==> config.mk <==
export PLATFORM = sky130hd
export DESIGN_NAME = fetch_stage
export DESIGN_NICKNAME = d
export VERILOG_FILES = /design/src/rtl/fetch_stage.sv
export SDC_FILE = /design/constraint.sdc
export NUM_CORES = 1
export LEC_CHECK = 0
export BUFFER_PORTS_ARGS = -buffer_cell sky130_fd_sc_hd__buf_2
export CAP_MARGIN = 5
export CORE_MARGIN = 1
export CORE_UTILIZATION = 31
export DETAILED_ROUTE_END_ITERATION = 7
export GPL_TIMING_DRIVEN = 0
export PLACE_DENSITY_LB_ADDON = 0.08
export REMOVE_ABC_BUFFERS = 1
export SKIP_LAST_GASP = 1
export SLEW_MARGIN = 20
export SYNTH_ARGS = -nofsm -noshare
export SYNTH_HDL_FRONTEND = slang
export SYNTH_SLANG_ARGS = --single-unit
==> constraint.sdc <==
create_clock -name clk -period 2.3 [get_ports clk]
set_input_delay 0 -clock clk [delete_from_list [all_inputs] [get_ports clk]]
set_output_delay 0 -clock clk [all_outputs]
set_load 0.005 [all_outputs]
==> src/rtl/fetch_stage.sv <==
// LC-3b instruction-fetch stage: owns the PC, issues imem reads and fills the IF/ID boundary.
// Handles decode stalls with a one-word skid buffer and redirects with flush.
module fetch_stage #(
  parameter logic [15:0] RESET_PC = 16'h0000
) (
  input  logic        clk,
  input  logic        reset,
  input  logic        stall,
  input  logic        redirect,
  input  logic [15:0] redirect_pc,
  output logic        imem_read,
  output logic [15:0] imem_address,
  input  logic        imem_resp,
  input  logic [15:0] imem_rdata,
  output logic [15:0] instruction,
  output logic [15:0] pc_out,
  output logic [15:0] pc_plus2,
  output logic        valid
);

  localparam int unsigned XLEN = 16;
  localparam logic [XLEN-1:0] PC_STEP = XLEN'(2);

  typedef enum logic [1:0] {
    FETCH   = 2'd0,
    HOLD    = 2'd1,
    DISCARD = 2'd2
  } state_t;

  state_t          state, state_d;
  logic [XLEN-1:0] pc, pc_d;
  logic [XLEN-1:0] buf_instr, buf_instr_d;
  logic [XLEN-1:0] buf_pc, buf_pc_d;
  logic [XLEN-1:0] tgt, tgt_d;
  logic [XLEN-1:0] instruction_d, pc_out_d, pc_plus2_d;
  logic            valid_d;
  logic [XLEN-1:0] redirect_tgt_c;

  assign redirect_tgt_c = {redirect_pc[XLEN-1:1], 1'b0};

  // Memory request is decoded from state so the address is stable until resp.
  assign imem_read    = !reset && (state == FETCH || state == DISCARD);
  assign imem_address = pc;

  // State and datapath registers.
  always_ff @(posedge clk) begin
    if (reset) begin
      state       <= FETCH;
      pc          <= {RESET_PC[XLEN-1:1], 1'b0};
      buf_instr   <= '0;
      buf_pc      <= '0;
      tgt         <= '0;
      instruction <= '0;
      pc_out      <= '0;
      pc_plus2    <= '0;
      valid       <= 1'b0;
    end else begin
      state       <= state_d;
      pc          <= pc_d;
      buf_instr   <= buf_instr_d;
      buf_pc      <= buf_pc_d;
      tgt         <= tgt_d;
      instruction <= instruction_d;
      pc_out      <= pc_out_d;
      pc_plus2    <= pc_plus2_d;
      valid       <= valid_d;
    end
  end

  // Next-state and next IF/ID contents; redirect outranks stall.
  always_comb begin
    state_d       = state;
    pc_d          = pc;
    buf_instr_d   = buf_instr;
    buf_pc_d      = buf_pc;
    tgt_d         = tgt;
    instruction_d = instruction;
    pc_out_d      = pc_out;
    pc_plus2_d    = pc_plus2;
    valid_d       = valid;

    unique case (state)
      FETCH: begin
        if (redirect) begin
          valid_d       = 1'b0;
          instruction_d = '0;
          if (imem_resp) begin
            pc_d = redirect_tgt_c;
          end else begin
            tgt_d   = redirect_tgt_c;
            state_d = DISCARD;
          end
        end else if (imem_resp) begin
          pc_d = pc + PC_STEP;
          if (stall) begin
            buf_instr_d = imem_rdata;
            buf_pc_d    = pc;
            state_d     = HOLD;
          end else begin
            instruction_d = imem_rdata;
            pc_out_d      = pc;
            pc_plus2_d    = pc + PC_STEP;
            valid_d       = 1'b1;
          end
        end else if (!stall) begin
          valid_d       = 1'b0;
          instruction_d = '0;
        end
      end

      HOLD: begin
        if (redirect) begin
          valid_d       = 1'b0;
          instruction_d = '0;
          pc_d          = redirect_tgt_c;
          state_d       = FETCH;
        end else if (!stall) begin
          instruction_d = buf_instr;
          pc_out_d      = buf_pc;
          pc_plus2_d    = buf_pc + PC_STEP;
          valid_d       = 1'b1;
          state_d       = FETCH;
        end
      end

      DISCARD: begin
        // IF/ID was flushed when the redirect arrived; keep it empty.
        valid_d       = 1'b0;
        instruction_d = '0;
        if (redirect) begin
          tgt_d = redirect_tgt_c;
        end
        if (imem_resp) begin
          pc_d    = redirect ? redirect_tgt_c : tgt;
          state_d = FETCH;
        end
      end

      default: begin
        state_d = FETCH;
      end
    endcase
  end

endmodule

Yosys cells after proc, flatten, opt, wreduce, memory -nomap -nowiden

Cells that the tools add are included.

$add $sub $neg: 2
Equal/unequal tests: 17
Multiplexer cells: 43
Bitwise operators: 1
Reduce and logical (&&, ||, !) cells: 14

Operators by type and width:

| kind                  | number |
|---|---|
| $mux 16               | 24 |
| $pmux 16 s2           | 3 |
| $pmux 16 s3           | 2 |
| $add 16x2->16 const B | 2 |
| $ne 2x2->1 const B    | 9 |
| $ne 3x3->1 const B    | 5 |
| $mux 2                | 7 |
| $reduce_and 4->1      | 2 |
| $pmux 2 s3            | 1 |
| $reduce_and 3->1      | 2 |
| $reduce_and 6->1      | 1 |
| $mux 1                | 5 |
| $reduce_and 5->1      | 1 |
| $ne 4x4->1 const B    | 1 |
| $reduce_bool 2->1     | 2 |
| $pmux 1 s3            | 1 |
| $reduce_bool 3->1     | 1 |
| $eq 2x1->1 const B    | 1 |
| $eq 2x2->1 const B    | 1 |
| $logic_not 2->1       | 1 |
| $reduce_and 2->1      | 1 |
| $logic_and 1x1->1     | 1 |
| $logic_not 1->1       | 1 |
| $logic_or 1x1->1      | 1 |
| $not 1->1             | 1 |

Flip-flop bits (word level): 115
Input port bits: 37
Output and inout bits: 66

Logic depth before layout (Yosys ltp)

Depth after elaboration: 5
Depth in mapped cells: 9
Depth with buffers taken out: 7

Worst setup path after synthesis

OpenSTA, ideal clock, no wires.

Kind: flip-flop to flip-flop
Start: reg state[0]
End: reg tgt[10]
Arrival: 1.744 ns
Data required time: 2.172 ns
Slack: 0.428 ns
Stages on the path, launching flop included: 9
Cell sequence: dfxtp_1 -> inv_1 -> ha_1 -> buf_2 -> nor2b_1 -> o21ai_2 -> buf_4 -> mux2i_1 -> nor2_1

Word-level cells in the longest chain between the ends: 3
Elaborated cells between the ends (all ways): 7
Classes of those cells: eq/ne: 3; mux: 1; reduce/logical: 3

Ends and longest elaborated chain:

| item                                                                    | RTL line | RTL |
|---|---|---|
| start: declaration                                                      | 30       | `state_t state, state_d;` |
| start signal: assignment                                                | 58       | `state <= state_d;` |
| $eq 2x2->1 / $logic_not 2->1 (equally long branches)                    | 82       | `unique case (state)` |
| $reduce_bool 2->1 (no source line) / $ne 2x2->1 (equally long branches) | -        |  |
| $reduce_and 3->1 (no source line)                                       | -        |  |
| end signal: assignment                                                  | 62       | `tgt <= tgt_d;` |
| end: declaration                                                        | 34       | `logic [XLEN-1:0] tgt, tgt_d;` |

Parallel ways exist; a longest one is shown, timed or not.
A chain may end at the register's enable or synchronous reset.

Worst setup path after layout

Start: reg state[1]
End: reg pc[14], in the netlist imem_address[14]

Word-level cells in the longest chain between the ends: 3
Elaborated cells between the ends (all ways): 9
Classes of those cells: eq/ne: 5; mux: 1; reduce/logical: 3

Ends and longest elaborated chain:

| item                                                                    | RTL line | RTL |
|---|---|---|
| $eq 2x1->1, or another cell as far along                                | 82       |  |
| $ne 2x2->1 (no source line) / $reduce_bool 3->1 (equally long branches) | -        |  |
| $reduce_and 4->1 (no source line)                                       | -        |  |
| end signal: assignment                                                  | 49       | `pc <= {RESET_PC[XLEN-1:1], 1'b0};` |
| end signal: assignment                                                  | 59       | `pc <= pc_d;` |
| end: declaration                                                        | 31       | `logic [XLEN-1:0] pc, pc_d;` |

Parallel ways exist; a longest one is shown, timed or not.

==> qor.yml <==
status:
  status: "finished clean"
logic_synthesis:
  synth_top_area_cell: "dfxtp_1"
  synth_ff_type: "dfxtp_1"
  syn_inst: 671
  ys_warn_count: 0
  synthTopCellsByArea: "dfxtp_1, mux2i_1, nand2_1"
  ys_types: 51
  synth_edf_count: 0
  yosysTopAreaCellShare_pct: 41.2
  async_flop_share_pct: 0
  netlist_area_um2: 5540
  synth.avg_cell_area_um2: 8.26
  ys_ff_latch: 114
  ys_seq_area_share_pct: 41.2
sta:
  worst_pin_slew_ns: 0.997
  slew_headroom_pct: 33.6
  setup_slack_ns: 0.0845
  hold_viol: 0
  finClkSkew_ns: 0.0115
  fin_crit_sh_pct: 96.3
  slew_violations: 0
  finalSetupViolCount: 0
  max_freq_mhz: 451
  finalSetupTns_ns: 0
  min_period_ns: 2.22
  rsz0062_at_grt: "true"
setup_path:
  path_cells: "inv_1 > ha_4 > a21oi_1 > a221oi_1 > a21o_1 > a221oi_1"
  r2r_start: "state[1]"
  slowest_stage: "ha_4"
  cp_common_cell: "a221oi_1"
  crit_family: "compound AO/OA/AOI/OAI gates"
  setup.worst_path.class: "flip-flop to flip-flop"
  worstRegToRegCells: 6
  cp.required_ns: 2.56
  worstPathArrival_ns: 2.47
  r2r_end: "imem_address[14]"
  crit_fanout: 31
  cp_slowest_stage_delay_ns: 0.52
  path_buf_inv: 1
  critPathCaptureType: "flip-flop"
  regToRegSetupSlack_ns: 0.08
  startpoint_type: "flip-flop"
detailed_routing:
  via_count: 5200
  wl_met2_mm: 7.58
  wl_met1_mm: 7.96
  ant_nets: 0
  route.detailed.drc: 0
  via_per_inst: 5.13
  dr.pass1.iters: 7
  wl_per_cell_um: 16.4
  met3_length_um: 729
  top_layer: "met4"
  drt_iter0_drc: 282
  wl_mm: 16.6
min_path:
  worstHoldPathType: "input port to flip-flop"
  whs_endpoint: "state[1]"
  hold_depth: 3
  hp-start: "imem_resp"
placed_design:
  dpl.hpwl_mm: 11.1
  port_buffers: 101
  pre_cts_ws_ns: -0.661
  gp_congestion: 0.760
  placed_cells: 944
run:
  cap_viol_max_count: 0
power:
  p_leak_nw: 2.92
  fin_total_pwr_mw: 6.37
  powerDensity_nw_per_um2: 878
  ir_worst_vdd_uv: 529
floorplanning:
  die-width_um: 136
  start_util_pct: 31.9
  num_rows: 48
  die_height_um: 136
  coreArea_um2: 17400
  io_pins: 103
  die-area_um2: 18400
final_layout:
  fin_util_pct: 41.8
  num-nets-final: 819
  final_cell_mix: "dfxtp_1, buf_2, nand2_1, nor2_1, a21oi_1"
  drive_above_1_share_pct: 20.8
  fillers: 1760
  area_growth_pct: 30.9
  fin_cells: 1014
  layout_commonest_cell: "dfxtp_1"
  diodes: 0
clock_network:
  cts_sinks: 114
  ctsHtreeMaxLevel: 4
  cts_tree: "built"
  clock_path_buffers: 2
  clk_pin_slew_ns: 0.06
  insertion_delay_ns: 0.41
  cts_buffers: 17
  root_buffer: "clkbuf_16"
global_route:
  grt_use_total_pct: 18.4
  antenna_found_initial: 0
  grt_pass1_wl_mm: 25.8
  grt_pass1_vias: 4763
  grt-ovfl-total: 0
  grt_max_degree: 54
[flip-flops by register name (all words and copies together), names as in the netlist]
signal and cells:
instruction 16, buf_pc 16, pc_out 16, pc_plus2 15, imem_address 16, state 2, tgt 16, valid 1
buf_instr 16
[metal layers]
| metal | vias to the layer above | GRT usage, % |
|---|---|---|
| met1 | 2456 | 24.9 |
| met2 | 129 | 28.4 |
| met5 | - | 0 |
| met3 | 24 | 3.78 |
| li1 | 2591 | - |
| met4 | 0 | 7.68 |
[stage by stage]
stage          hold WS, ns  instance area (um^2)
5_1_grt             0.0574                  7260
3_3_place_gp         0.256                  6080
4_1_cts             0.0194                  7230
6_report            0.0482                  7260
3_5_place_dp         0.260                  6210
2_1_floorplan       0.0311                  5290
[cell type report]
class                   instances  area, um^2  area share [%]
clock inverters                12         163            2.24
inverters                      10        37.5           0.517
clock buffers                  20         447            6.15
flip-flops and latches        114        2280            31.4
multi-input cells             489        3060            42.1
well taps                     225         282            3.88
repair buffers                144         992            13.7
[how the worst max path moves through the flow]
stage,startpoint,endpoint,cells past startpoint
after floorplan,state[1],pc_plus2[15],6
after detailed placement,state[1],imem_address[14],7
after global placement,state[1],pc_plus2[15],6
after global routing,state[1],imem_address[14],6
final,state[1],imem_address[14],6
after CTS,state[0],imem_address[14],7
[kinds of logic (layout without fill, tap and decap cells)]
kind of cell,after synthesis,after routing,synth area share (%)
and+or+nand+nor,237,237,18.8
DFF,114,114,41.2
buffers and inverters,68,186,5.26
xor gates and xnor gates,26,26,4.11
AOI/OAI and AO/OA,176,176,21.3
adders and majority gates,6,6,1.35
muxes,44,44,7.94
[power breakdown]
| part | internal [mW] | switching (mW) |
|---|---|---|
| sequential | 2.12 | 0.200 |
| combinational | 0.577 | 0.737 |
| clock | 1.82 | 0.910 |
| total | 4.53 | 1.85 |
[repair_timing]
action / 4_1_cts / 5_1_grt
gates cloned: 0 / 0
setup endpoints to repair: 80 / 36
hold buffers: 31 / 0
pin swaps: 2 / 1
setup buffers: 6 / 1
gates resized for setup: 6 / 4
hold endpoints to repair: 36 / 0
[worst register-to-register path, stage by stage, from the launching register on]
cell and delay (ns):
dfxtp_1 0.46, inv_1 0.18, ha_4 0.52, a21oi_1 0.24, a221oi_1 0.42, a21o_1 0.17, a221oi_1 0.07
[cells in the mapped netlist (all sizes together) (8+ instances only)]
library cell	instances
nand2	96
a22oi	25
dfxtp	114
mux2i	44
buf	27
xnor2	16
a22o	8
a211oi	28
nand3	12
nor2	71
nor3	25
inv	10
a21oi	67
nand4	11
clkbuf	31
xor2	10
o21ai	17
No activity file was read; power rests on OpenSTA's default activity.
